**config.mk**
```make
export PLATFORM = sky130hd
export DESIGN_NAME = branch_predictor
export DESIGN_NICKNAME = d
export VERILOG_FILES = /design/src/rtl/branch_predictor.sv
export SDC_FILE = /design/constraint.sdc
export NUM_CORES = 2
export LEC_CHECK = 0
export ABC_AREA = 1
export BUFFER_PORTS_ARGS = -buffer_cell sky130_fd_sc_hd__buf_2
export CORE_MARGIN = 5
export CORE_UTILIZATION = 25
export CTS_CLUSTER_DIAMETER = 60
export CTS_CLUSTER_SIZE = 10
export DETAILED_ROUTE_END_ITERATION = 10
export GPL_TIMING_DRIVEN = 0
export PLACE_DENSITY = 0.5
export SETUP_SLACK_MARGIN = 0.4
export SLEW_MARGIN = 20
export SYNTH_ARGS = -nofsm -noshare
export SYNTH_HDL_FRONTEND = slang
export SYNTH_SLANG_ARGS = --single-unit
```
**constraint.sdc**
```tcl
create_clock -name clk -period 5.47 [get_ports clk]
set_clock_uncertainty 0.15 [all_clocks]
set_input_delay 0.8205 -clock clk [delete_from_list [all_inputs] [get_ports clk]]
set_output_delay 0.8205 -clock clk [all_outputs]
set_load 0.02 [all_outputs]
```
**src/rtl/branch_predictor.sv**
```systemverilog
// Direct-mapped branch target buffer with 2-bit saturating direction counters.
// Lookup is purely combinational from the fetch PC and registered table state;
// training from execute is applied on the clock edge. Performance counters
// track hits and accepted updates.

`ifndef INSTR_MEM_WIDTH
`define INSTR_MEM_WIDTH 32
`endif

module branch_predictor #(
  parameter int ADDR_W  = `INSTR_MEM_WIDTH,
  parameter int ENTRIES = 16,
  localparam int INDEX_W = $clog2(ENTRIES),
  localparam int TAG_W   = ADDR_W - INDEX_W - 2
) (
  input  logic              clk,
  input  logic              rst,
  input  logic [ADDR_W-1:0] lookup_pc,
  output logic [1:0]        prediction,
  output logic [ADDR_W-1:0] addr_predicted,
  input  logic              update_valid,
  input  logic [ADDR_W-1:0] update_pc,
  input  logic              update_taken,
  input  logic [ADDR_W-1:0] update_target,
  output logic [31:0]       hit_count,
  output logic [31:0]       update_count
);

  localparam logic [1:0] CTR_RESET = 2'b01;
  localparam logic [1:0] CTR_ALLOC = 2'b10;

  logic              valid  [ENTRIES];
  logic [TAG_W-1:0]  tags   [ENTRIES];
  logic [ADDR_W-1:0] target [ENTRIES];
  logic [1:0]        ctr    [ENTRIES];

  logic [INDEX_W-1:0] lookup_idx;
  logic [TAG_W-1:0]   lookup_tag;
  logic [INDEX_W-1:0] update_idx;
  logic [TAG_W-1:0]   update_tag;
  logic               hit;
  logic               update_hit;

  // pc[1:0] is never part of index or tag: instructions are word aligned.
  assign lookup_idx = lookup_pc[INDEX_W+1:2];
  assign lookup_tag = lookup_pc[ADDR_W-1:INDEX_W+2];
  assign update_idx = update_pc[INDEX_W+1:2];
  assign update_tag = update_pc[ADDR_W-1:INDEX_W+2];

  assign hit        = valid[lookup_idx] && (tags[lookup_idx] == lookup_tag);
  assign update_hit = valid[update_idx] && (tags[update_idx] == update_tag);

  // Combinational lookup; a miss predicts weakly not-taken, fall-through target.
  always_comb begin
    // NOTE: every output gets a default first so no path leaves it unassigned,
    // which would otherwise infer a latch.
    prediction     = CTR_RESET;
    addr_predicted = lookup_pc + ADDR_W'(4);
    if (hit) begin
      prediction     = ctr[lookup_idx];
      addr_predicted = target[lookup_idx];
    end
  end

  // Table training and perf counters; lookup sees pre-update state (no bypass).
  always_ff @(posedge clk) begin
    // NOTE: non-blocking assignments keep every read in this block on the
    // pre-edge value, so ordering of statements cannot change the result.
    if (rst) begin
      // NOTE: the whole table is reset because a reset must discard learned
      // state; tags/targets are cleared too so the array holds no stale data.
      for (int i = 0; i < ENTRIES; i++) begin
        valid[i]  <= 1'b0;
        tags[i]   <= '0;
        target[i] <= '0;
        ctr[i]    <= CTR_RESET;
      end
      hit_count    <= '0;
      update_count <= '0;
    end else begin
      if (hit) hit_count <= hit_count + 32'd1;

      if (update_valid) begin
        update_count <= update_count + 32'd1;
        if (update_hit) begin
          if (update_taken) begin
            if (ctr[update_idx] != 2'b11) ctr[update_idx] <= ctr[update_idx] + 2'd1;
            target[update_idx] <= update_target;
          end else begin
            if (ctr[update_idx] != 2'b00) ctr[update_idx] <= ctr[update_idx] - 2'd1;
          end
        end else if (update_taken) begin
          // Allocation replaces whatever entry (possibly an alias) lives here.
          valid[update_idx]  <= 1'b1;
          tags[update_idx]   <= update_tag;
          target[update_idx] <= update_target;
          ctr[update_idx]    <= CTR_ALLOC;
        end
      end
    end
  end

endmodule
```
# ---- After elaboration in Yosys (flattened, before gate mapping)
# Memory sizes are Yosys's and may differ from the RTL's.
# Index checks and enable logic that the tools add are counted.
dict set report word_totals {
  ff_bits 64
  latch_bits 0
  ramBits 976
  mem_bits_ro 0
  input_bits 100
  out_inout_bits 98
  wordCells 64
  mem_count 4
}
dict set report classes {
  addsub 5
  multipliers 0
  n_div 0
  n_lt_le_gt_ge 0
  n_eq_ne 3
  shifts 0
  mux 40
  bitwise_logic 3
  n_reduce_logical 7
}
# name words word_bits read_ports rd_ports_with_merged_regs wr line
set mem_list {}
lappend mem_list {target 16 32 1 0 16 34} ;# logic [ADDR_W-1:0] target [ENTRIES];
lappend mem_list {tags 16 26 2 0 16 33} ;# logic [TAG_W-1:0] tags [ENTRIES];
lappend mem_list {ctr 16 2 2 0 16 35} ;# logic [1:0] ctr [ENTRIES];
lappend mem_list {valid 16 1 2 0 16 32} ;# logic valid [ENTRIES];
# operator n
set ops {}
lappend ops {{$mux W32} 3}
lappend ops {{$add A32 B1 Y32 const B} 2}
lappend ops {{$eq A26 B26 Y1} 2}
lappend ops {{$add A32 B3 Y32 const B} 1}
lappend ops {{$reduce_or A32 Y1} 1}
lappend ops {{$mux W1} 28}
lappend ops {{$mux W26} 1}
lappend ops {{$reduce_or A26 Y1} 1}
lappend ops {{$mux W4} 4}
lappend ops {{$mux W2} 4}
lappend ops {{$or A1 B1 Y1} 3}
lappend ops {{$add A2 B1 Y2 const B} 1}
lappend ops {{$logic_and A1 B1 Y1} 2}
lappend ops {{$ne A2 B2 Y1 const B} 1}
lappend ops {{$reduce_bool A2 Y1} 1}
lappend ops {{$reduce_or A2 Y1} 1}
lappend ops {{$sub A2 B1 Y2 const B} 1}
lappend ops {{$reduce_or A1 Y1} 1}

# ---- Logic depth before layout (Yosys ltp)
# An unclocked memory read counts as a cell.
dict set report logic_depth {
  ltp_word 12
  depth_mapped 24
  depth_no_buf 20
}

# ---- Least setup slack after synthesis
# OpenSTA, ideal clock, no wires.
dict set report synth_timing {
  kind {in2out}
  startpoint {in lookup_pc[2]}
  endpoint {out prediction[1]}
  arrival_time_ns 3.070
  required_ns 4.499
  path_slack_ns 1.430
  stages 12
  path_cell_list {buf_4 inv_2 buf_4 buf_6 buf_2 buf_2 clkbuf_1 buf_2 a21oi_1 o311ai_0 nand2_1 a211oi_1}
}
dict set report synth_between {
  elab_chain_len 4
  elab_cells_between_ends 6
  classes_between {eq/ne (1); mux (1); reduce/logical (1); memory (3)}
}
# element line
set synth_rtl {}
lappend synth_rtl {{from (decl)} 18} ;# input logic [ADDR_W-1:0] lookup_pc,
lappend synth_rtl {{$mem_v2 Z16 W26} n/a}
lappend synth_rtl {{$eq A26 B26 Y1} 50} ;# assign hit = valid[lookup_idx] && (tags[lookup_idx] == lookup_tag);
lappend synth_rtl {{$logic_and A1 B1 Y1} 50}
lappend synth_rtl {{$mux W2 *} 59} ;# if (hit) begin
lappend synth_rtl {{to (decl)} 19} ;# output logic [1:0] prediction,
# Every way passes the cells marked *; elsewhere a longest branch is shown, timed or not.

==> results.cfg <==
[status]
outcome = finished clean

[pwr]
power_frac_seq = 0.468
vdd_ir_drop_max_mv = 0.2553
pwr-share-comb = 0.138
cellPowerDensity_mw_per_mm2 = 307.6
power.share.clock = 0.394
totalPowerFinal_uw = 19680
internal_power_uw = 13950
p_leak_uw = 0.02507
swShare = 0.2913
p_sw_uw = 5732

[sta]
slew_headroom = 0.2425
rsz0062_at_grt = true
period_share = 0.9541
tightest_slew_ps = 1136
hold_viol_final = 0
setup_viol = 0
max_freq_mhz = 191.6
fin_crit_ps = 5219
drv_slew = 0

[detailed_routing]
postRouteAntennaNets = 0
vias_per_cell = 5.289
drt_iter0_drc = 7505
vias = 50680
first_pass_iters = 7
drt-total-wl_microns = 274300
drc_errors = 0
drt-wirelength-per-cell_microns = 28.62

[placed_design]
portBuffers = 191
place_congestion = 0.9778
placed_cell_area_sq_mm = 0.05937
dp.cells = 9370
place_hpwl_microns = 200000

[worst_setup_path]
start_kind = input pin
r2r_slack_ps = 950
cp_data_arrival_time_ps = 5590
path_class = input pin to register
critPathMaxFanout = 16
rr_worst_depth = 16
critPathCaptureType = register
r2r-end = tags[3][13]$_SDFFCE_PN0P_
required_ps = 5840
r2r-start = tags[12][6]$_SDFFCE_PN0P_

[synth]
synth_compound_area_frac = 0.1099
yosysWarnings = 0
synthMuxAreaShare = 0
synthTopCellsByArea = edfxtp_1 (53%), nor2_1 (10%), nand2_1 (10%)
synth_nets = 6412
synthSimpleGateAreaFrac = 0.2504
synth_cell_types = 50
synth_top_area_frac = 0.5335
syn-cell-area_sq_mm = 0.05403
yosys.area.top_type = edfxtp_1
synth_flop_cell = edfxtp_1
synthAdderAreaFrac = 0.0006947
synth_edf_count = 960
synth_xor_area_frac = 0.007943
syn_avg_cell_area_sq_um = 8.564
seq_area_frac_synth = 0.5632
synth_cells = 6309
synth_top_family_by_area = simple AND/OR/NAND/NOR gates
async_flop_share = 0
ys_seq_elements = 1040

[global_routing]
grt_pass1_vias = 46770
antenna_found_initial = 30
overflow = 0
grt_max_degree = 25
track_usage = 0.2335
grt_pass1_wl_microns = 370800

[floorplan]
initial_core_util = 0.2515
die_w_microns = 474.9
die-height_microns = 474.9
die-area_sq_mm = 0.2255
core_area_sq_mm = 0.2148
rows = 170
ios = 198

[cells_and_area]
fillCellCount = 23050
syn2layout_area_growth_pct = 18.40
post-route-cell-area_sq_mm = 0.06397
layout-drive-gt1-share = 0.1307
instances_no_fill = 9582
seq_area_sq_mm = 0.03043
nNetsFinal = 6762
multi_input_area_sq_mm = 0.02047
layout_commonest_cell = nor2_1
mostFrequentLayoutCells = nor2_1 (1482), nand2_1 (1420), edfxtp_1 (960)

[hold_path]
hp-start = update_valid
worst_hold_path_type = input pin to register
hold_depth = 2
whs_endpoint = update_count[0]$_SDFFE_PP0P_

[run]
drv_cap = 0

[clocking]
holdBufCountCts = 0
clk_path_buf_depth = 3
path_clk_slew_ps = 60
cts_tree = done
numCtsBuffers = 121
clk_latency_ps = 820
numClockSinks = 1040
clock_tree.htree_level_count = 3
cts_root_buf = clkbuf_16
## routing by layer
metal,global-route usage,share of wire
met5,0,0.000077
met4,0.1384,0.070
met3,0.04549,0.10
met2,0.3578,0.44
met1,0.3059,0.39
## synth_stat cells (3+ instances only)
master	n
nand2_1	1456
clkinv_1	18
o211a_1	8
o211ai_1	80
ha_1	3
nand4_1	28
nor2_2	88
nor4_1	13
inv_1	344
xnor2_1	10
buf_8	7
nor3b_1	3
buf_2	90
a22oi_1	8
buf_4	13
dfxtp_1	80
clkbuf_1	266
buf_6	45
nor2_4	4
nand3b_1	3
o21ai_1	37
o21a_1	4
xor2_1	39
a221oi_1	10
a32o_1	19
o22ai_1	74
nand3_1	203
nor2_1	1487
inv_2	7
nor3_1	43
nand2_2	10
buf_1	24
nand2_8	10
o221ai_1	54
o21ai_0	601
edfxtp_1	960
a21oi_1	145
## cell type report
| type | count | share of cell area |
|---|---|---|
| sequential | 1040 | 0.4757 |
| buffer | 447 | 0.04368 |
| inverter | 370 | 0.02187 |
| multi-input combinational | 4452 | 0.3199 |
| tap | 2838 | 0.05551 |
| clock buffer | 178 | 0.05166 |
| clock inverter | 19 | 0.003951 |
| antenna | 11 | 0.0004303 |
| timing repair buffer | 227 | 0.02728 |
## worst max-delay path by stage
stage	startpoint	end	slack, ps	cells after the start
after floorplan	lookup_pc[2]	prediction[1]	1430	12
after global placement	update_pc[3]	tags[3][11]$_SDFFCE_PN0P_	-1810	20
after detailed placement	lookup_pc[3]	addr_predicted[5]	-1140	12
after CTS	lookup_pc[2]	addr_predicted[3]	400	20
after global routing	lookup_pc[2]	addr_predicted[25]	320	23
final	update_pc[3]	tags[3][13]$_SDFFCE_PN0P_	250	21
## state kept, by name, indices dropped and copies added (netlist names)
signal	count
tags	416
target	512
hit_count	32
update_count	32
ctr	32
valid	16
## cells by family (layout without fill, tap and decap cells)
kind of cell               Yosys count  after routing
other                                0             11
AOI/OAI and AO/OA                 1044           1044
DFF                               1040           1040
adders and majority gates            3              3
and+or+nand+nor                   3356           3356
buffers and inverters              817           1241
xor gates and xnor gates            49             49
## worst max-delay path, cell delays in order
cell     delay (ps)
buf_2           100
buf_4           250
buf_2           480
buf_2           460
nand2_1         100
nand2_1         140
nand2_1         170
nand2_1         140
nor3_1          130
nor2_1          220
nand2_1         100
nor2_1          130
nand2_1         100
nor2_4          390
nand2_2         110
nand2_4         110
inv_6            70
nand2_2         520
buf_4           410
nand2_4         260
buf_16          270
## power by group through the flow
stage | clock network (uW) | logic (uW) | registers (uW)
4_1_cts | 7760 | 2600 | 9200
3_5_place_dp | 0 | 2520 | 9370
3_3_place_gp | 0 | 2440 | 9380
2_1_floorplan | 0 | 1280 | 9320
5_1_grt | 8090 | 2790 | 9240
6_report | 7760 | 2710 | 9210
## per-stage QoR
| stage | setup WS, ps | hold WS (ps) | utilization | TNS (ps) |
|---|---|---|---|---|
| global placement | -1811 | 302.4 | 0.2725 | -715410 |
| CTS | 398.2 | 195.1 | 0.2967 | 0 |
| finish | 251.2 | 233.5 | 0.2978 | 0 |
| detailed placement | -1136 | 311.1 | 0.2764 | -299810 |
| floorplan | 1430 | 291.3 | - | 0 |
| global route | 322.4 | 251.3 | 0.2977 | 0 |
## what timing repair did
item | 4_1_cts | 5_1_grt
gates resized for setup | 295 | 92
setup endpoints to repair | 389 | 259
buffers inserted | 0 | 4
hold endpoints to repair | 0 | 0
pin swaps | 2 | 5
Note: power is estimated with default switching activity, not from simulation.
